<file path="src/rtl/serial_operand_feeder.sv">
// rtl/serial_operand_feeder.sv - serialises two parallel operands LSB-first into the serial adder
// Moore machine: clear pulse, N data bit-pairs, FLUSH_BITS zero pairs, then a done pulse.
module serial_operand_feeder #(
   parameter int N          = 8,
   parameter int FLUSH_BITS = 2,
   parameter int CNT_W      = 4
) (
   input  logic             clk,
   input  logic             reset,
   input  logic             start,
   input  logic [N-1:0]     op_a,
   input  logic [N-1:0]     op_b,
   output logic             a,
   output logic             b,
   output logic             add_clr,
   output logic             busy,
   output logic             done,
   output logic [CNT_W-1:0] bit_idx
);

   localparam logic [2:0] S_IDLE  = 3'd0;
   localparam logic [2:0] S_CLEAR = 3'd1;
   localparam logic [2:0] S_SHIFT = 3'd2;
   localparam logic [2:0] S_FLUSH = 3'd3;
   localparam logic [2:0] S_DONE  = 3'd4;

   localparam logic [CNT_W-1:0] LAST_SHIFT = CNT_W'(N - 1);
   localparam logic [CNT_W-1:0] LAST_FLUSH = CNT_W'(N + FLUSH_BITS - 1);

   logic [2:0]       state;
   logic [N-1:0]     sha;
   logic [N-1:0]     shb;
   logic [CNT_W-1:0] cnt;

   always_ff @(posedge clk) begin
      if (reset) begin
         state <= S_IDLE;
         sha   <= '0;
         shb   <= '0;
         cnt   <= '0;
      end else begin
         case (state)
            S_IDLE: begin
               if (start) begin
                  sha   <= op_a;
                  shb   <= op_b;
                  cnt   <= '0;
                  state <= S_CLEAR;
               end
            end
            S_CLEAR: state <= S_SHIFT;
            S_SHIFT: begin
               sha <= sha >> 1;
               shb <= shb >> 1;
               cnt <= cnt + 1'b1;
               if (cnt == LAST_SHIFT)
                  state <= (FLUSH_BITS > 0) ? S_FLUSH : S_DONE;
            end
            // counter keeps running so bit_idx reports N..N+FLUSH_BITS-1
            S_FLUSH: begin
               cnt <= cnt + 1'b1;
               if (cnt == LAST_FLUSH)
                  state <= S_DONE;
            end
            S_DONE: begin
               cnt   <= '0;
               state <= S_IDLE;
            end
            default: state <= S_IDLE;
         endcase
      end
   end

   assign a       = (state == S_SHIFT) & sha[0];
   assign b       = (state == S_SHIFT) & shb[0];
   assign add_clr = (state == S_CLEAR);
   assign busy    = (state != S_IDLE);
   assign done    = (state == S_DONE);
   assign bit_idx = ((state == S_SHIFT) || (state == S_FLUSH)) ? cnt : '0;

endmodule

</file>
<file path="config.mk">
export PLATFORM = sky130hd
export DESIGN_NAME = serial_operand_feeder
export DESIGN_NICKNAME = d
export VERILOG_FILES = /design/src/rtl/serial_operand_feeder.sv
export SDC_FILE = /design/constraint.sdc
export NUM_CORES = 1
export LEC_CHECK = 0
export BUFFER_PORTS_ARGS = -buffer_cell sky130_fd_sc_hd__buf_2
export CAP_MARGIN = 20
export CORE_ASPECT_RATIO = 0.9
export CORE_MARGIN = 2
export CORE_UTILIZATION = 45
export CTS_BUF_LIST = sky130_fd_sc_hd__clkbuf_16
export DETAILED_ROUTE_END_ITERATION = 16
export PLACE_DENSITY = 0.76
export SYNTH_ARGS = -nofsm -noshare
export SYNTH_HDL_FRONTEND = slang
export SYNTH_SLANG_ARGS = --single-unit
export TNS_END_PERCENT = 100
</file>
<file path="constraint.sdc">
create_clock -name clk -period 1.8 [get_ports clk]
set_input_delay 0.18 -clock clk [delete_from_list [all_inputs] [get_ports clk]]
set_output_delay 0.18 -clock clk [all_outputs]
set_load 0.05 [all_outputs]
</file>
==> results of run 1 <==
[worst min path at each step]
stage             from      to  depth (start not counted)
5_1_grt        op_b[7]  shb[7]                          2
2_1_floorplan  op_a[7]  sha[7]                          1
3_3_place_gp   op_a[7]  sha[7]                          2
6_report       op_a[7]  sha[7]                          2
4_1_cts        op_a[7]  sha[7]                          2
3_5_place_dp   op_a[7]  sha[7]                          2
[worst max-delay path, stage by stage (launching register included)]
cell	delay, ns
dfxtp_2	0.41
nor2_1	0.16
and2_0	0.65
a311oi_1	0.22
[synthesized netlist by cell type (all sizes together)]
cell     instances  area (um^2)
a22o             2         17.5
o211ai           1         7.51
nor4             1         6.26
a21oi           17         85.1
o31a             1         8.76
clkbuf           4         15.0
dfxtp           23          460
o2bb2ai          1         8.76
nor3b            3         33.8
or3              1         6.26
nor4b            1         8.76
nand3b           1         7.51
or4b             1         10.0
o221ai           1         8.76
a21o             2         15.0
nor2             2         7.51
nand2           29          109
and3b            1         8.76
and2             7         43.8
nand3            2         10.0
and4b            2         20.0
a211oi           2         15.0
nor2b            1         6.26
inv              2         7.51
buf              9         83.8
or2              2         12.5
nand2b           1         6.26
a211o            1         8.76
a311oi          14          123
nor3             1         5.00
ha               2         25.0
or3b             1         8.76
[through the flow]
step	setup WS, ns	power [mW]	util
global placement	0.259	0.934	0.525
global route	0.103	1.50	0.564
floorplan	0.0548	0.891	-
CTS	0.0310	1.44	0.561
finish	0.180	1.43	0.564
detailed placement	0.140	0.951	0.525
[registers in the layout, indices dropped and copies added, names as in the netlist]
name,flops
state,3
sha,8
shb,8
cnt,4
[power by group]
| part | internal [mW] | switching, mW | total [mW] |
|---|---|---|---|
| registers | 0.572 | 0.0518 | 0.623 |
| clock network | 0.299 | 0.183 | 0.481 |
| logic | 0.128 | 0.199 | 0.327 |
| total | 0.998 | 0.433 | 1.43 |
[metal layers]
layer	vias to the layer above	part of all wire	global-route usage	wire length, um
met2	18	0.47	0.305	1280
met5	-	0	0	0
met4	0	0.0059	0.0581	16
met3	2	0.048	0.0636	131
met1	539	0.47	0.259	1280
li1	551	-	-	-
[timing repair]
action,in CTS,in global routing
setup endpoints to repair,5,6
gates resized for setup,1,3
hold buffers,0,0
setup buffers,1,0
[area by class of cell]
cell class	instances	area, um^2
tap	28	35.0
clock inverter	1	5.00
fill	236	1080
timing repair buffer	32	173
multi-input combinational	101	646
sequential	23	463
inverter	2	7.51
clock buffer	3	75.1
[cell families (layout without fill, tap and decap cells)]
group / after synthesis / after routing / synth area share
AOI/OAI and AO/OA: 42 / 42 / 0.248
adders and majority gates: 2 / 2 / 0.0209
buffers and inverters: 15 / 38 / 0.0886
DFF: 23 / 23 / 0.384
and+or+nand+nor: 57 / 57 / 0.259
==> impl_metrics.csv, run 1 <==
group,metric,value,unit
run_status,status,"finished clean",
place,port_buffers,27,
clock_network,ctsHtreeMaxLevel,1,
timing,worst_pin_slew,0.776,ns
synth,synth_cell_types,37,
worst_setup_path,worst_ep_required_time,1.88,ns
timing,setup_tns,0,ns
cells_and_area,final_cell_mix,"nand2_1, buf_2, dfxtp_1",
cells_and_area,design_area,0.00140,mm^2
synth,synth.avg_cell_area,8.63,um^2
routing,routed-via-count,1110,
worst_setup_path,worstSetupStartpoint,"state[2]",
floorplan,core,0.00249,mm^2
clock_network,clk_path_buf_depth,2,
routing,drt_wl_total,2.71,mm
grt,antenna_found_initial,0,
grt,grt_overflow_total,0,
place,dp.cells,185,
cells_and_area,drive_gt1_frac,0.265,
timing,timing.slew.headroom,0.482,
floorplan,die_h,53.0,um
worst_setup_path,critPathArrivalTime,1.70,ns
grt,grt.total_usage,0.197,
routing,drt_iter0_drc,26,
cells_and_area,final_common_cell,"nand2_1",
timing,skew,0.00139,ns
synth,synth-seq-area-share,0.384,
clock_network,clk_pin_slew,0.06,ns
worst_setup_path,worstRegToRegCells,3,
place,dpl_cell_area,0.00131,mm^2
timing,period_minus_slack,1.62,ns
grt,grt_pass1_vias,972,
pwr,ir_drop,0.000866,V
synth,yosysWarningCount,0,
clock_network,cts_tree,"done",
place,place_congestion,0.806,
timing,period_share,0.900,
worst_setup_path,start_kind,"flip-flop",
routing,drc,0,
floorplan,initial_core_util,0.482,
floorplan,ios,28,
place,hpwl,1.90,mm
cells_and_area,instances_no_fill,190,
synth,netlist_instances,139,
worst_setup_path,reg2reg_to,"shb[0]",
routing,via_per_inst,5.84,
pwr,p_per_area,1020,mW/mm^2
routing,final_antenna_net_count,0,
worst_setup_path,end_kind,"flip-flop",
timing,hold_viol_final,0,
clock_network,clock_latency,0.26,ns
hold_path,hold_path_class,"in2reg",
clock_network,cts.sink_count,23,
timing,whs,0.131,ns
pwr,power.static_leakage,0.614,nW
routing,dr.pass1.iters,4,
worst_setup_path,cp_max_fo,14,
synth,syn-num-nets,160,
grt,grt_max_degree,17,
cells_and_area,area_growth_syn_to_layout,17.0,%
run,maxCapViolations,0,
grt,grt_pass1_wl,4.57,mm
floorplan,dieArea,0.00310,mm^2
synth,ys_ff_latch,23,
timing,rsz0062_at_grt,"false",
clock_network,root_buffer,"clkbuf_16",
floorplan,rows,17,
worst_setup_path,rrSetupSlack,0.18,ns
timing,setup_violations,0,
worst_setup_path,rr_startpoint,"state[2]",
clock_network,cts_made_buffers,3,
timing,fmax,0.617,GHz
cells_and_area,n_antenna_cell,0,
cells_and_area,nets,184,
routing,post_drt_wl_per_cell,14.3,um
timing,slew_violations,0,
floorplan,die_w,58.4,um
worst_setup_path,critPathKind,"reg2reg",
synth,netlist_area,0.00120,mm^2
worst_setup_path,cp-endpoint,"shb[0]",
(Power assumes the default switching activity.)
==> inputs of run 2 (changes only) <==
--- a/config.mk
+++ b/config.mk
@@ -10,7 +10,7 @@
 export CORE_ASPECT_RATIO = 0.9
 export CORE_MARGIN = 2
 export CORE_UTILIZATION = 45
-export CTS_BUF_LIST = sky130_fd_sc_hd__clkbuf_16
+export CTS_BUF_LIST = sky130_fd_sc_hd__clkbuf_4 sky130_fd_sc_hd__clkbuf_8
 export DETAILED_ROUTE_END_ITERATION = 16
 export PLACE_DENSITY = 0.76
 export SYNTH_ARGS = -nofsm -noshare
==> run 2 against run 1 <==
Against the previous run: combinational power barely moved; clock power shrank 49%; non-clock buffer count unchanged; sequential cell count stayed put; final cell count unchanged; core utilization fell by 2.1 points; first-iteration DRC count shrank 46%; wire length shrank 1.4%; worst hold slack got worse by 0.076 ns; fmax is 3.7% lower; largest cell class unchanged; largest power group unchanged.
==> impl_metrics.csv, run 2 (same netlist as run 1, synthesis figures left out) <==
group,metric,value,unit
timing,hold_viol_final,0,
routing,drc,0,
hold_path,holdPathEnd,"sha[7]",
routing,drt_iter0_drc,14,
worst_setup_path,worst_ep_required_time,1.62,ns
worst_setup_path,rr_startpoint,"state[1]",
pwr,power.static_leakage,0.591,nW
clock_network,root_buffer,"clkbuf_4",
place,hpwl,1.90,mm
timing,setup_violations,0,
clock_network,cts.sink_count,23,
cells_and_area,fill_cells,245,
floorplan,die_w,58.4,um
worst_setup_path,start_kind,"flip-flop",
cells_and_area,reg_top3,"sha (8), shb (8), cnt (4)",
floorplan,ios,28,
floorplan,rows,17,
floorplan,initial_core_util,0.482,
grt,grt_max_degree,17,
floorplan,die_h,53.0,um
timing,period_minus_slack,1.68,ns
pwr,power_frac_seq,0.522,
timing,rsz0062_at_grt,"false",
cells_and_area,final_common_cell,"nand2_1",
hold_path,min-delay-start,"op_a[7]",
cells_and_area,final_cell_mix,"nand2_1, buf_2, dfxtp_1",
clock_network,clk_pin_slew,0.13,ns
worst_setup_path,critPathArrivalTime,1.50,ns
worst_setup_path,rrSetupSlack,0.22,ns
clock_network,ctsHtreeMaxLevel,1,
worst_setup_path,reg2reg_to,"shb[0]",
routing,routed-via-count,1114,
hold_path,holdPathStages,2,
clock_network,clock_latency,0.32,ns
routing,via_per_inst,5.86,
timing,fmax,0.595,GHz
routing,dr.pass1.iters,4,
place,place_congestion,0.806,
pwr,ir_drop,0.000668,V
grt,grt_pass1_wl,4.52,mm
hold_path,hold_path_class,"in2reg",
timing,period_share,0.934,
grt,grt_pass1_vias,960,
timing,worst_pin_slew,0.731,ns
place,port_buffers,27,
worst_setup_path,critPathKind,"reg2out",
timing,timing.slew.headroom,0.512,
run,maxCapViolations,0,
clock_network,cts_tree,"done",
worst_setup_path,cp_max_fo,12,
pwr,internal_power,0.782,mW
pwr,clockPowerShare,0.206,
floorplan,core,0.00249,mm^2
place,dpl_cell_area,0.00131,mm^2
clock_network,clk_path_buf_depth,2,
pwr,power_switching,0.411,mW
timing,skew,0.00742,ns
floorplan,dieArea,0.00310,mm^2
worst_setup_path,worstRegToRegCells,3,
pwr,sw_frac_of_total,0.345,
cells_and_area,n_antenna_cell,0,
grt,grt_overflow_total,0,
cells_and_area,design_area,0.00135,mm^2
run_status,status,"finished clean",
timing,slew_violations,0,
worst_setup_path,end_kind,"output pin",
timing,setup_tns,0,ns
grt,antenna_found_initial,0,
grt,grt.total_usage,0.193,
routing,drt_wl_total,2.67,mm
routing,final_antenna_net_count,0,
routing,post_drt_wl_per_cell,14.1,um
clock_network,cts_made_buffers,3,
cells_and_area,drive_gt1_frac,0.265,
cells_and_area,nets,184,
pwr,p_per_area,883,mW/mm^2
pwr,pwr-share-comb,0.273,
cells_and_area,area_growth_syn_to_layout,12.6,%
## run 2: area by class of cell
type / count / area [um^2] / share of cell area
Clock inverter: 1 / 5.00 / 0.00370
Sequential cell: 23 / 463 / 0.343
Clock buffer: 3 / 22.5 / 0.0167
Tap cell: 28 / 35.0 / 0.0259
Inverter: 2 / 7.51 / 0.00556
Multi-Input combinational cell: 101 / 646 / 0.478
Timing Repair Buffer: 32 / 173 / 0.128
## run 2: timing repair
| action | CTS | global route |
|---|---|---|
| hold buffers | 0 | 0 |
| gates resized for setup | 3 | 1 |
| buffers inserted | 1 | 0 |
| setup endpoints to repair | 5 | 4 |
## run 2: per-layer routing
metal	global-route usage	vias up	part of all wire	routed length, um
met5	0	-	0	0
met4	0.0736	0	0.0097	26
met3	0.0513	4	0.063	168
met2	0.300	36	0.46	1220
met1	0.254	520	0.47	1250
li1	-	554	-	-
## run 2: through the flow
step | power (mW) | hold WS, ns | utilization | cells | worst slack [ns]
global placement | 0.934 | 0.392 | 0.525 | 185 | 0.259
finish | 1.19 | 0.0557 | 0.543 | 190 | 0.119
detailed placement | 0.951 | 0.396 | 0.525 | 185 | 0.140
floorplan | 0.891 | 0.306 | - | 139 | 0.0548
CTS | 1.20 | 0.0449 | 0.542 | 190 | 0.0288
global route | 1.26 | 0.0566 | 0.543 | 190 | 0.0168
## run 2: critical path, cell delays in order, from the launching register on
cell and delay, ns:
dfxtp_2 0.46, nor3b_4 0.30, and2_1 0.17, buf_2 0.26
## run 2: worst max path at each step
stage	end	slack, ns	cells after the start	from
3_5_place_dp	shb[0]	0.14	3	state[1]
3_3_place_gp	bit_idx[2]	0.26	3	state[1]
2_1_floorplan	bit_idx[1]	0.05	3	state[1]
5_1_grt	a	0.02	3	state[1]
6_report	a	0.12	3	state[1]
4_1_cts	a	0.03	3	state[2]
## run 2: power groups by stage
stage / Clock (mW) / Sequential, mW / Combinational [mW]
6_report: 0.245 / 0.622 / 0.326
5_1_grt: 0.266 / 0.631 / 0.363
4_1_cts: 0.251 / 0.621 / 0.328
3_5_place_dp: 0 / 0.631 / 0.320
3_3_place_gp: 0 / 0.626 / 0.308
2_1_floorplan: 0 / 0.606 / 0.286
==> inputs of run 3 (changes only) <==
--- a/config.mk
+++ b/config.mk
@@ -9,10 +9,10 @@
 export CAP_MARGIN = 20
 export CORE_ASPECT_RATIO = 0.9
 export CORE_MARGIN = 2
-export CORE_UTILIZATION = 45
+export CORE_UTILIZATION = 55
 export CTS_BUF_LIST = sky130_fd_sc_hd__clkbuf_4 sky130_fd_sc_hd__clkbuf_8
 export DETAILED_ROUTE_END_ITERATION = 16
-export PLACE_DENSITY = 0.76
+export PLACE_DENSITY = 0.88
 export SYNTH_ARGS = -nofsm -noshare
 export SYNTH_HDL_FRONTEND = slang
 export SYNTH_SLANG_ARGS = --single-unit
==> run 3 against run 2 <==
Against the previous run: via count grew 0.45%; combinational power is essentially flat; sequential share of layout area is essentially flat; worst setup slack gained 0.0063 ns; design area is essentially flat; total power shrank 0.53%; wire length shrank 2.5%; register-to-register slack gained 0.02 ns; critical path depth is the same; clock power shrank 2%; global-route usage grew 2.7 points; final cell count shrank 0.53%.
==> impl_metrics.csv, run 3 (same netlist as run 1, synthesis figures left out) <==
group,metric,value,unit
clock_network,clk_pin_slew,0.13,ns
place,place_congestion,0.832,
clock_network,clk_path_buf_depth,2,
pwr,sw_frac_of_total,0.342,
timing,slew_violations,0,
place,hpwl,1.86,mm
clock_network,cts_tree,"done",
pwr,ir_drop,0.000625,V
clock_network,hold_buffers,0,
timing,setup_violations,0,
clock_network,clock_latency,0.30,ns
pwr,power_frac_seq,0.524,
grt,antenna_found_initial,0,
floorplan,die_h,48.3,um
clock_network,cts_made_buffers,3,
pwr,power.static_leakage,0.591,nW
worst_setup_path,path_cells,"nor3b_4 -> and2_1 -> buf_2",
pwr,power_switching,0.406,mW
grt,use_met3,0.0340,
cells_and_area,n_antenna_cell,0,
timing,hold_viol_final,0,
cells_and_area,nets,184,
grt,grt.total_usage,0.220,
clock_network,ctsHtreeMaxLevel,1,
routing,routed-via-count,1119,
place,pre_cts_slack,0.210,ns
floorplan,dieArea,0.00257,mm^2
worst_setup_path,crit_buf_inv,1,
cells_and_area,final_cell_mix,"nand2_1, buf_2, dfxtp_1",
grt,grt_pass1_vias,1015,
cells_and_area,area_growth_syn_to_layout,12.5,%
cells_and_area,drive_gt1_frac,0.265,
floorplan,initial_core_util,0.565,
routing,drt_wl_total,2.60,mm
grt,use_met2,0.352,
cells_and_area,postLayoutCoreUtil,0.636,
floorplan,die_w,53.2,um
worst_setup_path,start_kind,"flip-flop",
clock_network,cts_setup_buffers,0,
timing,fmax,0.597,GHz
clock_network,root_buffer,"clkbuf_4",
floorplan,ios,28,
worst_setup_path,critPathArrivalTime,1.49,ns
grt,grt_pass1_wl,4.34,mm
routing,via_per_inst,5.92,
timing,fin_ws,0.125,ns
worst_setup_path,max_stage_delay,0.46,ns
routing,post_drt_wl_per_cell,13.8,um
pwr,internal_power,0.782,mW
run_status,status,"finished clean",
cells_and_area,fill_cells,193,
clock_network,cts_resized,2,
routing,drt_iter0_drc,23,
timing,worst_pin_slew,0.683,ns
pwr,clockPowerShare,0.201,
pwr,p_per_area,879,mW/mm^2
routing,dr.pass1.iters,4,
timing,period_share,0.931,
timing,skew,0.00109,ns
timing,timing.slew.headroom,0.545,
floorplan,core,0.00212,mm^2
worst_setup_path,slowest_stage,"dfxtp_2",
grt,grt_overflow_total,0,
worst_setup_path,worst_ep_required_time,1.62,ns
run,maxCapViolations,0,
hold_path,hold_path_class,"in2reg",
worst_setup_path,critPathTopFamily,"flip-flops",
timing,setup_tns,0,ns
cells_and_area,final_common_cell,"nand2_1",
grt,met1_usage,0.295,
grt,busiest_layer,"met2",
timing,rsz0062_at_grt,"false",
grt,grt_max_degree,17,
clock_network,cts.sink_count,23,
routing,final_antenna_net_count,0,
timing,period_minus_slack,1.67,ns
worst_setup_path,cp_max_fo,12,
routing,drc,0,
floorplan,rows,16,
pwr,pwr-share-comb,0.275,
place,port_buffers,27,
cells_and_area,reg_top3,"sha (8), shb (8), cnt (4)",
worst_setup_path,critPathKind,"reg2out",
worst_setup_path,end_kind,"output pin",
## run 3: through the flow
stage	instance area, um^2	hold WS [ns]	instances	total power, mW
after floorplan	1200	0.306	139	0.891
after global placement	1310	0.391	185	0.936
after detailed placement	1310	0.397	185	0.953
after CTS	1350	0.0656	189	1.19
after global routing	1350	0.0781	189	1.26
final	1350	0.0748	189	1.19
## run 3: worst paths after layout
check             startpoint  endpoint  slack [ns]  cells after the start
setup / recovery    state[1]         a        0.13                      3
hold reg to reg       sha[6]    sha[5]        0.49                      2
hold / removal       op_a[7]    sha[7]        0.07                      2
setup reg to reg    state[0]    shb[6]        0.24                      3
## run 3: area by class of cell
class,count,area (um^2),share of cell area
clock buffers,3,22.5,0.0167
multi-input cells,101,646,0.478
inverters,2,7.51,0.00556
repair buffers,32,173,0.128
flip-flops and latches,23,463,0.343
clock inverters,1,5.00,0.00371
well taps,27,33.8,0.0250
## run 3: power groups by stage
stage	clock network, mW	registers (mW)	logic (mW)
after floorplan	0	0.606	0.286
after global placement	0	0.626	0.310
after detailed placement	0	0.629	0.324
after CTS	0.246	0.619	0.326
after global routing	0.265	0.631	0.360
final	0.239	0.622	0.326
## run 3: per-layer routing
| layer | routed length [um] | up-vias |
|---|---|---|
| met1 | 1240 | 531 |
| met3 | 126 | 2 |
| met5 | 0 | - |
| met4 | 13 | 0 |
| met2 | 1230 | 31 |
| li1 | - | 555 |
